[config.mk]
export PLATFORM = sky130hd
export DESIGN_NAME = axis_dwidth_unpack_flat
export DESIGN_NICKNAME = d
export VERILOG_FILES = /design/src/rtl/axis_dwidth_unpack_if.sv /design/src/rtl/axis_dwidth_unpack.sv /design/src/flat_wrapper.sv
export SDC_FILE = /design/constraint.sdc
export NUM_CORES = 1
export LEC_CHECK = 0
export CORE_UTILIZATION = 32
export CTS_CLUSTER_DIAMETER = 30
export DETAILED_ROUTE_END_ITERATION = 10
export PLACE_DENSITY = 0.53
export SYNTH_ARGS = -nofsm -noshare
export SYNTH_HDL_FRONTEND = slang
export SYNTH_SLANG_ARGS = --single-unit
[constraint.sdc]
create_clock -name aclk -period 3.1 [get_ports aclk]
set_input_delay 0.465 -clock aclk [delete_from_list [all_inputs] [get_ports aclk]]
set_output_delay 0.465 -clock aclk [all_outputs]
set_load 0.01 [all_outputs]
[src/rtl/axis_dwidth_unpack_if.sv]
// Stream bundle for axis_dwidth_unpack: wide input beat side (s_*) and word-serial output side (m_*).
interface axis_dwidth_unpack_if #(
  parameter int WORD_WIDTH = 8,
  parameter int BUS_WIDTH  = 64
);
  localparam int WORDS_PER_BEAT = BUS_WIDTH / WORD_WIDTH;

  logic                      s_valid;
  logic                      s_ready;
  logic [BUS_WIDTH-1:0]      s_data;
  logic [WORDS_PER_BEAT-1:0] s_keep;
  logic                      s_last;
  logic                      m_valid;
  logic                      m_ready;
  logic [WORD_WIDTH-1:0]     m_data;
  logic                      m_last;

  // Unpacker side: consumes wide beats, produces single words.
  modport slave (
    input  s_valid, s_data, s_keep, s_last, m_ready,
    output s_ready, m_valid, m_data, m_last
  );

  // Environment side: produces wide beats, consumes single words.
  modport master (
    output s_valid, s_data, s_keep, s_last, m_ready,
    input  s_ready, m_valid, m_data, m_last
  );
endinterface

[src/rtl/axis_dwidth_unpack.sv]
// AXI-Stream width down-converter: wide keep-qualified beats out as one kept word per cycle, lane 0 first.
// Optional packet word counter enabled by defining AXIS_UNPACK_COUNT_EN.
module axis_dwidth_unpack #(
  parameter int WORD_WIDTH = 8,
  parameter int BUS_WIDTH  = 64
) (
  input  logic                    aclk,
  input  logic                    aresetn,
  axis_dwidth_unpack_if.slave     bus,
`ifdef AXIS_UNPACK_COUNT_EN
  output logic [31:0]             pkt_words,
  output logic                    pkt_done,
`endif
  output logic                    err_lost_last
);
  localparam int WORDS_PER_BEAT = BUS_WIDTH / WORD_WIDTH;
  localparam int LANE_W         = (WORDS_PER_BEAT > 1) ? $clog2(WORDS_PER_BEAT) : 1;

  logic [BUS_WIDTH-1:0]      data_q;
  logic [WORDS_PER_BEAT-1:0] mask_q;
  logic                      last_q;
  logic                      err_q;

  logic [WORDS_PER_BEAT-1:0] low_bit;
  logic [LANE_W-1:0]         lane;
  logic                      single;
  logic                      m_valid_i;
  logic                      m_last_i;
  logic                      s_ready_i;
  logic                      s_hs;
  logic                      m_hs;

  // Scan from the top so the lowest set lane wins.
  always_comb begin
    lane = '0;
    for (int unsigned i = WORDS_PER_BEAT; i > 0; i--) begin
      if (mask_q[i-1]) lane = LANE_W'(i - 1);
    end
  end

  always_comb begin
    low_bit   = mask_q & (~mask_q + WORDS_PER_BEAT'(1));
    single    = (mask_q != '0) && ((mask_q & (mask_q - WORDS_PER_BEAT'(1))) == '0);
    m_valid_i = |mask_q;
    m_last_i  = last_q && single;
    s_ready_i = (mask_q == '0) || (bus.m_ready && single);
    s_hs      = bus.s_valid && s_ready_i;
    m_hs      = m_valid_i && bus.m_ready;
  end

  assign bus.m_valid   = m_valid_i;
  assign bus.m_last    = m_last_i;
  assign bus.m_data    = data_q[lane*WORD_WIDTH +: WORD_WIDTH];
  assign bus.s_ready   = s_ready_i;
  assign err_lost_last = err_q;

  // A load only happens when empty or the final word leaves, so it overrides the bit-clear.
  always_ff @(posedge aclk or negedge aresetn) begin
    if (!aresetn) begin
      data_q <= '0;
      mask_q <= '0;
      last_q <= 1'b0;
    end else if (s_hs) begin
      data_q <= bus.s_data;
      mask_q <= bus.s_keep;
      last_q <= bus.s_last;
    end else if (m_hs) begin
      mask_q <= mask_q & ~low_bit;
    end
  end

  // A last on an empty beat has no word to ride on; flag it until reset.
  always_ff @(posedge aclk or negedge aresetn) begin
    if (!aresetn) begin
      err_q <= 1'b0;
    end else if (s_hs && bus.s_last && (bus.s_keep == '0)) begin
      err_q <= 1'b1;
    end
  end

`ifdef AXIS_UNPACK_COUNT_EN
  logic [31:0] cnt_q;

  assign pkt_done  = m_hs && m_last_i;
  assign pkt_words = pkt_done ? (cnt_q + 32'd1) : cnt_q;

  always_ff @(posedge aclk or negedge aresetn) begin
    if (!aresetn) begin
      cnt_q <= '0;
    end else if (m_hs) begin
      cnt_q <= pkt_done ? '0 : (cnt_q + 32'd1);
    end
  end
`endif

endmodule

[src/flat_wrapper.sv]
// flat-port wrapper written by rule: the top's interface ports become plain ports
module axis_dwidth_unpack_flat 
#(
  parameter int WORD_WIDTH = 8,
  parameter int BUS_WIDTH  = 64
)
  (aclk, aresetn, err_lost_last, bus_s_valid, bus_s_data, bus_s_keep, bus_s_last, bus_m_ready, bus_s_ready, bus_m_valid, bus_m_data, bus_m_last);
  axis_dwidth_unpack_if #(.WORD_WIDTH(WORD_WIDTH), .BUS_WIDTH(BUS_WIDTH)) bus_i ();
  input  logic aclk;
  input  logic aresetn;
  output logic err_lost_last;
  input wire logic [$bits(bus_i.s_valid)-1:0] bus_s_valid;
  input wire logic [$bits(bus_i.s_data)-1:0] bus_s_data;
  input wire logic [$bits(bus_i.s_keep)-1:0] bus_s_keep;
  input wire logic [$bits(bus_i.s_last)-1:0] bus_s_last;
  input wire logic [$bits(bus_i.m_ready)-1:0] bus_m_ready;
  output wire logic [$bits(bus_i.s_ready)-1:0] bus_s_ready;
  output wire logic [$bits(bus_i.m_valid)-1:0] bus_m_valid;
  output wire logic [$bits(bus_i.m_data)-1:0] bus_m_data;
  output wire logic [$bits(bus_i.m_last)-1:0] bus_m_last;
  assign bus_i.s_valid = bus_s_valid;
  assign bus_i.s_data = bus_s_data;
  assign bus_i.s_keep = bus_s_keep;
  assign bus_i.s_last = bus_s_last;
  assign bus_i.m_ready = bus_m_ready;
  assign bus_s_ready = bus_i.s_ready;
  assign bus_m_valid = bus_i.m_valid;
  assign bus_m_data = bus_i.m_data;
  assign bus_m_last = bus_i.m_last;
  axis_dwidth_unpack #(.WORD_WIDTH(WORD_WIDTH), .BUS_WIDTH(BUS_WIDTH)) u_core (.aclk(aclk), .aresetn(aresetn), .bus(bus_i), .err_lost_last(err_lost_last));
endmodule
After elaboration in Yosys (flattened, before gate mapping). Index checks and enable logic that the tools add are counted.

Bitwise operators: 5. Add/subtract/negate cells: 2. Shifts and indexed selects: 1. Reduce and logical (&&, ||, !) cells: 14. Mux-type cells: 10.

Operators by type and width (number): $shiftx A64 B7 Y8 (1); $and A8 B8 Y8 (3); $logic_not A8 Y1 (3); $mux W3 (8); $mux W8 (2); $not A8 Y8 (2); $add A8 B1 Y8 const B (1); $reduce_bool A8 Y1 (1); $reduce_or A8 Y1 (1); $sub A8 B1 Y8 const B (1); $logic_and A1 B1 Y1 (7); $reduce_bool A2 Y1 (1); $logic_or A1 B1 Y1 (1).

Input bits: 77. Register bits after elaboration: 74.

Longest topological paths before layout. Gate-level depths: netlist (run 1).

Depth in word-level cells: 9. Mapped depth: 8. Depth with buffers taken out: 5.

Least setup slack after synthesis (run 1). Ideal clock, no wire load.

Path kind: reg-to-output. Start point: register u_core.mask_q[4]. End point: output bus_m_data[1]. Slack: 0.763 ns. Arrival time: 1.872 ns. Cell stages (with the launch flop): 8. Data required time: 2.635 ns. Cells stage by stage: dfrtp_1 > clkbuf_1 > nor3_1 > o21ai_1 > nand2_1 > buf_1 > a211oi_1 > nor4_1.

Cells in the longest elaborated chain, start to end: 6.

Ends and longest elaborated chain: from (decl) (RTL line axis_dwidth_unpack.sv:20) `logic [WORDS_PER_BEAT-1:0] mask_q;`; from (signal assigned) (RTL line axis_dwidth_unpack.sv:65) `mask_q <= bus.s_keep;`; from (signal assigned) (RTL line axis_dwidth_unpack.sv:68) `mask_q <= mask_q & ~low_bit;`; $mux W3 (5 in series) (RTL line axis_dwidth_unpack.sv:37) `if (mask_q[i-1]) lane = LANE_W'(i - 1);`; $shiftx A64 B7 Y8 (RTL line axis_dwidth_unpack.sv:53) `assign bus.m_data = data_q[lane*WORD_WIDTH +: WORD_WIDTH];`; to (decl) (RTL line flat_wrapper.sv:19) `output wire logic [$bits(bus_i.m_data)-1:0] bus_m_data;`.

No other way between the ends.

Worst setup path after layout (run 1).
Start point: register u_core.mask_q[3]. End point: output bus_m_data[6].

Cells in the longest elaborated chain, start to end: 5.

Ends and longest elaborated chain (RTL line): $mux W3 (4 in series) (axis_dwidth_unpack.sv:37); $shiftx A64 B7 Y8 (axis_dwidth_unpack.sv:53).

No other way between the ends.

==> metrics.md, run 1 <==
| Metric | Value |
|---|---|
| Status | `completed` |
| Area share of the largest cell type after synthesis | `0.512` |
| Bufs on Longest Clock Path | `2` |
| Remaining global-route overflow | `0` |
| P_leak | `2.17 nW` |
| Unrepaired setup endpoints after global routing | `true` |
| Detailed Place HPWL | `6690 um` |
| DIE AREA | `0.0117 mm2` |
| Worst-Skew Late Latency | `0.33 ns` |
| Mapped Avg Cell Area | `12.2 um2` |
| CP arrival | `2.56 ns` |
| Placeable Area | `0.0109 mm2` |
| Vias in the first global route | `2852` |
| Period utilization | `0.976` |
| Crit end category | `output pin` |
| Peak VDD IR | `0.621 mV` |
| Vias | `2745` |
| Largest cells by area after synthesis | `dfrtp_1 51%, mux2_1 20%, a211oi_1 6.6%` |
| Vias per cell | `5.13` |
| Sequential fraction of the synthesis area | `0.512` |
| WL per Instance | `17.5 um` |
| Crit path time final | `3.02 ns` |
| Starting density of the core | `0.331` |
| Final-report hold violation count | `0` |
| Antenna violations before repair | `0` |
| Inst Count DP | `516` |
| Synth cell types | `34` |
| Leading post-synthesis cells by instance count | `74 x dfrtp_1, 65 x mux2_1, 32 x a211oi_1, 32 x and3_1, 14 x clkbuf_1` |
| Count leader, synth | `dfrtp_1` |
| Routed wire length | `9350 um` |
| Post-route insts no fill | `535` |
| Crit path max-delay family | `simple AND/OR/NAND/NOR gates` |
| DRT Pass-1 Iters | `4` |
| Number of synthesized flops with an enable pin | `0` |
| Pwr/cell area | `1180 mW/mm2` |
| Fmax | `331 MHz` |
| Share of cells above drive strength 1 | `0.137` |
| Class of the most critical setup path | `reg2out` |
| Slew Viols, Final | `0` |
| Number of remaining DRC errors | `0` |
| CTS H-tree lvls | `3` |
| Layout overhead on the synthesized area | `40.6%` |
| Cells after Synth | `297` |
| CP peak stage delay | `0.58 ns` |
| CTS Sinks | `74` |
| Max_slew headroom | `0.376` |
| Slowest stage cell, crit path | `or4_4` |
| IO buf count | `88` |
| Hold Buf Count CTS | `0` |
| First-pass GRT wire length | `15100 um` |
| Core Rows | `38` |
| Die height | `108 um` |
| Largest net degree at the start of global routing | `75` |
| Crit-path cells | `or4_4 -> nor3_4 -> nand2_4 -> a211oi_1 -> nor4_1 -> clkdlybuf4s50_1` |
| CP max FO | `8` |
| Startpoint Class | `flip-flop` |
| CTS Buf Count | `9` |
| Yosys reg bits | `74` |
| Mapped Nets | `374` |
| Root Buffer | `clkbuf_16` |
| Worst-margin pin slew | `0.936 ns` |
| Worst Skew | `0.00369 ns` |
| CTS clk-pin slew, worst paths | `0.06 ns` |
| CTS tree | `yes` |
| CP Buf/Inv Count | `1` |
| Top FF cell, synth | `dfrtp_1` |
| Area leader, netlist | `dfrtp_1` |
| DRT iter0 DRCs | `93` |
| Max-cap violations | `0` |
| I/O Pins | `89` |
| N_diodes | `0` |
| Crit path required time | `2.63 ns` |
| Detail Route Antenna Nets | `0` |
| Final Hold Slack | `0.283 ns` |
| All-Layer GR Usage | `0.172` |
| Total power | `0.00600 W` |
| Yosys warnings | `0` |
| NumNets Final | `467` |
| Die X | `108 um` |
| Final setup vio count | `0` |
| RD Place Congestion | `0.823` |
| Synthesized area | `0.00362 mm2` |
| Hold Path Class | `in2async` |
| Fraction of registers with async set/reset | `1.00` |
==> logic make-up after synthesis <==
| group | count (synthesis) | synth area share |
|---|---|---|
| AO/OA/AOI/OAI | 54 | 0.116 |
| buffers and inverters | 25 | 0.0412 |
| multiplexers | 66 | 0.205 |
| XOR/XNOR | 1 | 0.00242 |
| AND/OR/NAND/NOR | 77 | 0.123 |
| flip-flops | 74 | 0.512 |
==> power by group <==
part           total (W)  switching [W]  internal (W)
Clock            0.00109       0.000390      0.000704
Sequential       0.00177       0.000307       0.00146
Combinational    0.00314        0.00154       0.00160
Total            0.00600        0.00224       0.00376
==> repair_timing <==
item	CTS	global route
setup endpoints to repair	8	9
gates resized for setup	3	20
buffers inserted	1	2
pin swaps	2	6
==> worst paths after layout <==
kind                                                  startpoint                                to  slack (ns)  cells past startpoint
worst min register to register  u_core.err_lost_last$_DFFE_PN0P_  u_core.err_lost_last$_DFFE_PN0P_        0.47                      1
worst max-delay path                u_core.mask_q[3]$_DFFE_PN0P_                     bus_m_data[6]        0.08                      6
worst max register to register      u_core.mask_q[3]$_DFFE_PN0P_     u_core.data_q[37]$_DFFE_PN0P_        0.58                      6
worst min-delay path                                     aresetn      u_core.data_q[1]$_DFFE_PN0P_        0.28                      1
max in group asynchronous                                aresetn      u_core.mask_q[2]$_DFFE_PN0P_        2.16                      1
min in group aclk               u_core.err_lost_last$_DFFE_PN0P_  u_core.err_lost_last$_DFFE_PN0P_        0.47                      1
==> area by class of cell <==
class                      instances  area [um2]
fill                            1024        5850
sequential                        74        1860
multi-input combinational        198        1690
timing repair buffer             106        1050
clock buffer                      11         233
tap                              140         175
clock inverter                     5        78.8
inverter                           1        7.51
==> layout by cell type, fill, tap and decap left out, types with 2 or more instances in the layout <==
master / instances
a211o_1: 2
a211oi_1: 26
a211oi_2: 6
a22o_1: 7
and3_1: 32
buf_4: 16
buf_6: 2
bufinv_16: 2
clkbuf_1: 2
clkbuf_16: 9
clkdlybuf4s50_1: 82
clkinv_2: 2
dfrtp_1: 70
dfrtp_2: 4
dlymetal6s2s_1: 5
mux2_1: 65
nand2_1: 10
nand2b_1: 3
nor2_1: 8
nor2b_1: 4
nor3_1: 4
nor4_1: 7
nor4_2: 3
o21ai_0: 2
o21ai_1: 2
==> sequential cells by signal, summed over array words and instances (netlist names) <==
| register | flops |
|---|---|
| u_core.data_q | 64 |
| u_core.last_q | 1 |
| u_core.mask_q | 8 |
| u_core.err_lost_last | 1 |
==> layer usage <==
metal  vias up  routed length [um]  GRT usage
met3        13                 380     0.0416
met1      1366                4360      0.229
met4         0                 180     0.0598
met5         -                   0          0
met2        59                4430      0.273
li1       1307                   -          -
==> metrics by stage <==
step	TNS (ns)	utilization	setup WS, ns	cell area [um2]
5_1_grt	-0.174	0.465	-0.0520	5080
3_5_place_dp	0	0.427	0.238	4670
2_1_floorplan	0	-	0.763	3620
4_1_cts	0	0.457	0.00140	5000
6_report	0	0.465	0.0751	5080
3_3_place_gp	0	0.427	0.226	4670
Power figures use the tool's default switching activity.
==> inputs of run 2 (changes only) <==
CELL_PAD_IN_SITES_DETAIL_PLACEMENT = 1   (was default)
CELL_PAD_IN_SITES_GLOBAL_PLACEMENT = 1   (was default)
CORE_UTILIZATION = 39   (was 32)
PLACE_DENSITY = 0.77   (was 0.53)
==> metrics.md, run 2 (same netlist as run 1, synthesis figures left out) <==
| Metric | Value |
|---|---|
| Vias in the first global route | `2996 (+5.0%)` |
| Most common cell after layout, fill and taps aside | `clkdlybuf4s50_1` |
| P_leak | `2.11 nW (-2.9%)` |
| Final-report hold violation count | `0 (unchanged)` |
| Share of cells above drive strength 1 | `0.134 (-0.00321)` |
| Most frequent cells in the layout | `79 x clkdlybuf4s50_1, 69 x dfrtp_1, 65 x mux2_1, 32 x and3_1, 29 x a211oi_1` |
| Crit path time final | `3.15 ns (+0.122 ns)` |
| Sum Neg Setup Slack | `-0.0622 ns (-0.0622 ns)` |
| Slowest stage cell, crit path | `or4_4` |
| Placeable Area | `0.00885 mm2 (-19%)` |
| Biggest registers after layout | `u_core.data_q (64), u_core.mask_q (8)` |
| Final Instance Area | `0.00491 mm2 (-3.4%)` |
| Die height | `98.3 um (-9.2%)` |
| Worst Skew | `0.00554 ns (+0.00185 ns)` |
| All-Layer GR Usage | `0.216 (+0.0441)` |
| CP max FO | `8 (unchanged)` |
| Crit path required time | `2.63 ns (about the same)` |
| Die X | `98.3 um (-9.2%)` |
| Max-cap violations | `0 (unchanged)` |
| IO buf count | `88 (unchanged)` |
| Failing checks | `setup timing` |
| Slew Viols, Final | `0 (unchanged)` |
| Bufs on Longest Clock Path | `2 (unchanged)` |
| Routed wire length | `10000 um (+7.2%)` |
| CTS H-tree lvls | `3 (unchanged)` |
| Detail Route Antenna Nets | `0 (unchanged)` |
| Worst-Skew Late Latency | `0.35 ns (+0.02 ns)` |
| Most flop-heavy register | `u_core.data_q` |
| Crit end category | `output pin` |
| Max_slew headroom | `0.366 (-0.00971)` |
| RD Place Congestion | `0.913 (+11%)` |
| Placed Area | `0.00463 mm2 (-0.75%)` |
| DIE AREA | `0.00966 mm2 (-18%)` |
| Fmax | `318 MHz (-3.9%)` |
| Startpoint Class | `flip-flop` |
| Starting density of the core | `0.409 (+0.0780)` |
| Detailed Place HPWL | `6780 um (+1.4%)` |
| NumNets Final | `469 (+0.43%)` |
| Status | `finished with violations` |
| CTS Sinks | `74 (unchanged)` |
| Root Buffer | `clkbuf_8` |
| CTS Buf Count | `9 (unchanged)` |
| CTS clk-pin slew, worst paths | `0.08 ns (+0.02 ns)` |
| Antenna violations before repair | `0 (unchanged)` |
| Pwr/cell area | `1160 mW/mm2 (-2.1%)` |
| Core Rows | `34 (-11%)` |
| Remaining global-route overflow | `0 (unchanged)` |
| I/O Pins | `89 (unchanged)` |
| WL per Instance | `19.8 um (+14%)` |
| Worst R2R Path Depth | `6 (unchanged)` |
| Vias | `2815 (+2.6%)` |
| Period utilization | `1.02 (+0.0393)` |
| Worst-margin pin slew | `0.951 ns (+0.0146 ns)` |
| Max FFs per register | `64 (unchanged)` |
| DRT iter0 DRCs | `101 (+8.6%)` |
| CP arrival | `2.68 ns (+0.12 ns)` |
| Setup WS post-layout | `-0.0467 ns (-0.122 ns)` |
| CP peak stage delay | `0.59 ns (about the same)` |
| Hold Path Class | `in2async` |
| Crit-path cells | `or4_4 -> nor3_4 -> nand2_4 -> a211oi_1 -> nor4_1 -> clkdlybuf4s50_1` |
| First-pass GRT wire length | `15900 um (+5.4%)` |
| Fillers | `920 (-10%)` |
| Layout overhead on the synthesized area | `35.8%` |
| Number of remaining DRC errors | `0 (unchanged)` |
| Unrepaired setup endpoints after global routing | `true` |
| Vias per cell | `5.57 (+8.6%)` |
| Final setup vio count | `2 (+2)` |
| CTS tree | `yes` |
| Peak VDD IR | `0.524 mV (-16%)` |
| DRT Pass-1 Iters | `6 (+2)` |
| Largest net degree at the start of global routing | `75 (unchanged)` |
| Class of the most critical setup path | `reg2out` |
| N_diodes | `0 (unchanged)` |
## run 2: worst paths after layout
check	start	endpoint	slack [ns]
min in group aclk	u_core.data_q[32]$_DFFE_PN0P_	u_core.data_q[32]$_DFFE_PN0P_	0.48
max reg2reg	u_core.mask_q[3]$_DFFE_PN0P_	u_core.data_q[2]$_DFFE_PN0P_	0.40
max	u_core.mask_q[3]$_DFFE_PN0P_	bus_m_data[7]	-0.05
min	aresetn	u_core.data_q[9]$_DFFE_PN0P_	0.26
max in group asynchronous	aresetn	u_core.mask_q[4]$_DFFE_PN0P_	2.17
min reg2reg	u_core.data_q[32]$_DFFE_PN0P_	u_core.data_q[32]$_DFFE_PN0P_	0.48
## run 2: layout make-up
type                            instances  area [um2]  share of cell area
Tap cell                              108         135              0.0275
Timing Repair Buffer                  108        1060               0.216
Multi-Input combinational cell        198        1660               0.338
Clock buffer                           10         128              0.0260
Inverter                                1        3.75            0.000764
Sequential cell                        74        1860               0.378
Clock inverter                          6        66.3              0.0135
## run 2: worst max-delay path: cells and delay by family (launching register included)
kind | cells | cell delay (ns)
AND/OR/NAND/NOR | 4 | 1.08
buffers and inverters | 1 | 0.50
flip-flops | 1 | 0.46
AO/OA/AOI/OAI | 1 | 0.29
## run 2: layer usage
layer / vias up / global-route usage / part of all wire
met5: - / 0 / 0
met4: 0 / 0.0907 / 0.022
met3: 16 / 0.0372 / 0.041
met2: 68 / 0.356 / 0.49
met1: 1433 / 0.282 / 0.44
li1: 1298 / - / -
## run 2: through the flow
step / setup WS [ns] / util / std cells / power (W) / hold WS [ns]
3_5_place_dp: 0.179 / 0.523 / 483 / 0.00484 / 0.466
3_3_place_gp: 0.280 / 0.523 / 483 / 0.00475 / 0.459
2_1_floorplan: 0.763 / - / 297 / 0.00360 / 0.169
5_1_grt: -0.152 / 0.555 / 505 / 0.00607 / 0.322
4_1_cts: 0.0000915 / 0.548 / 500 / 0.00561 / 0.284
6_report: -0.0467 / 0.555 / 505 / 0.00568 / 0.255
## run 2: timing repair
action,4_1_cts,5_1_grt
buffers inserted,1,5
endpoints found under the hold margin,0,0
hold buffers,0,0
gates resized for setup,11,10
pin swaps,3,0
endpoints found under the setup margin,8,8
## run 2: power by group
part	switching (W)	leakage, nW	internal [W]
combinational	0.00160	1.14	0.00155
sequential	0.000317	0.876	0.00146
clock	0.000377	0.0889	0.000373
total	0.00229	2.11	0.00338
==> inputs of run 3 (changes only) <==
CTS_CLUSTER_DIAMETER = 60   (was 30)
==> results of run 3 <==
Final layout, timing and power as in run 2 (identical DEF).
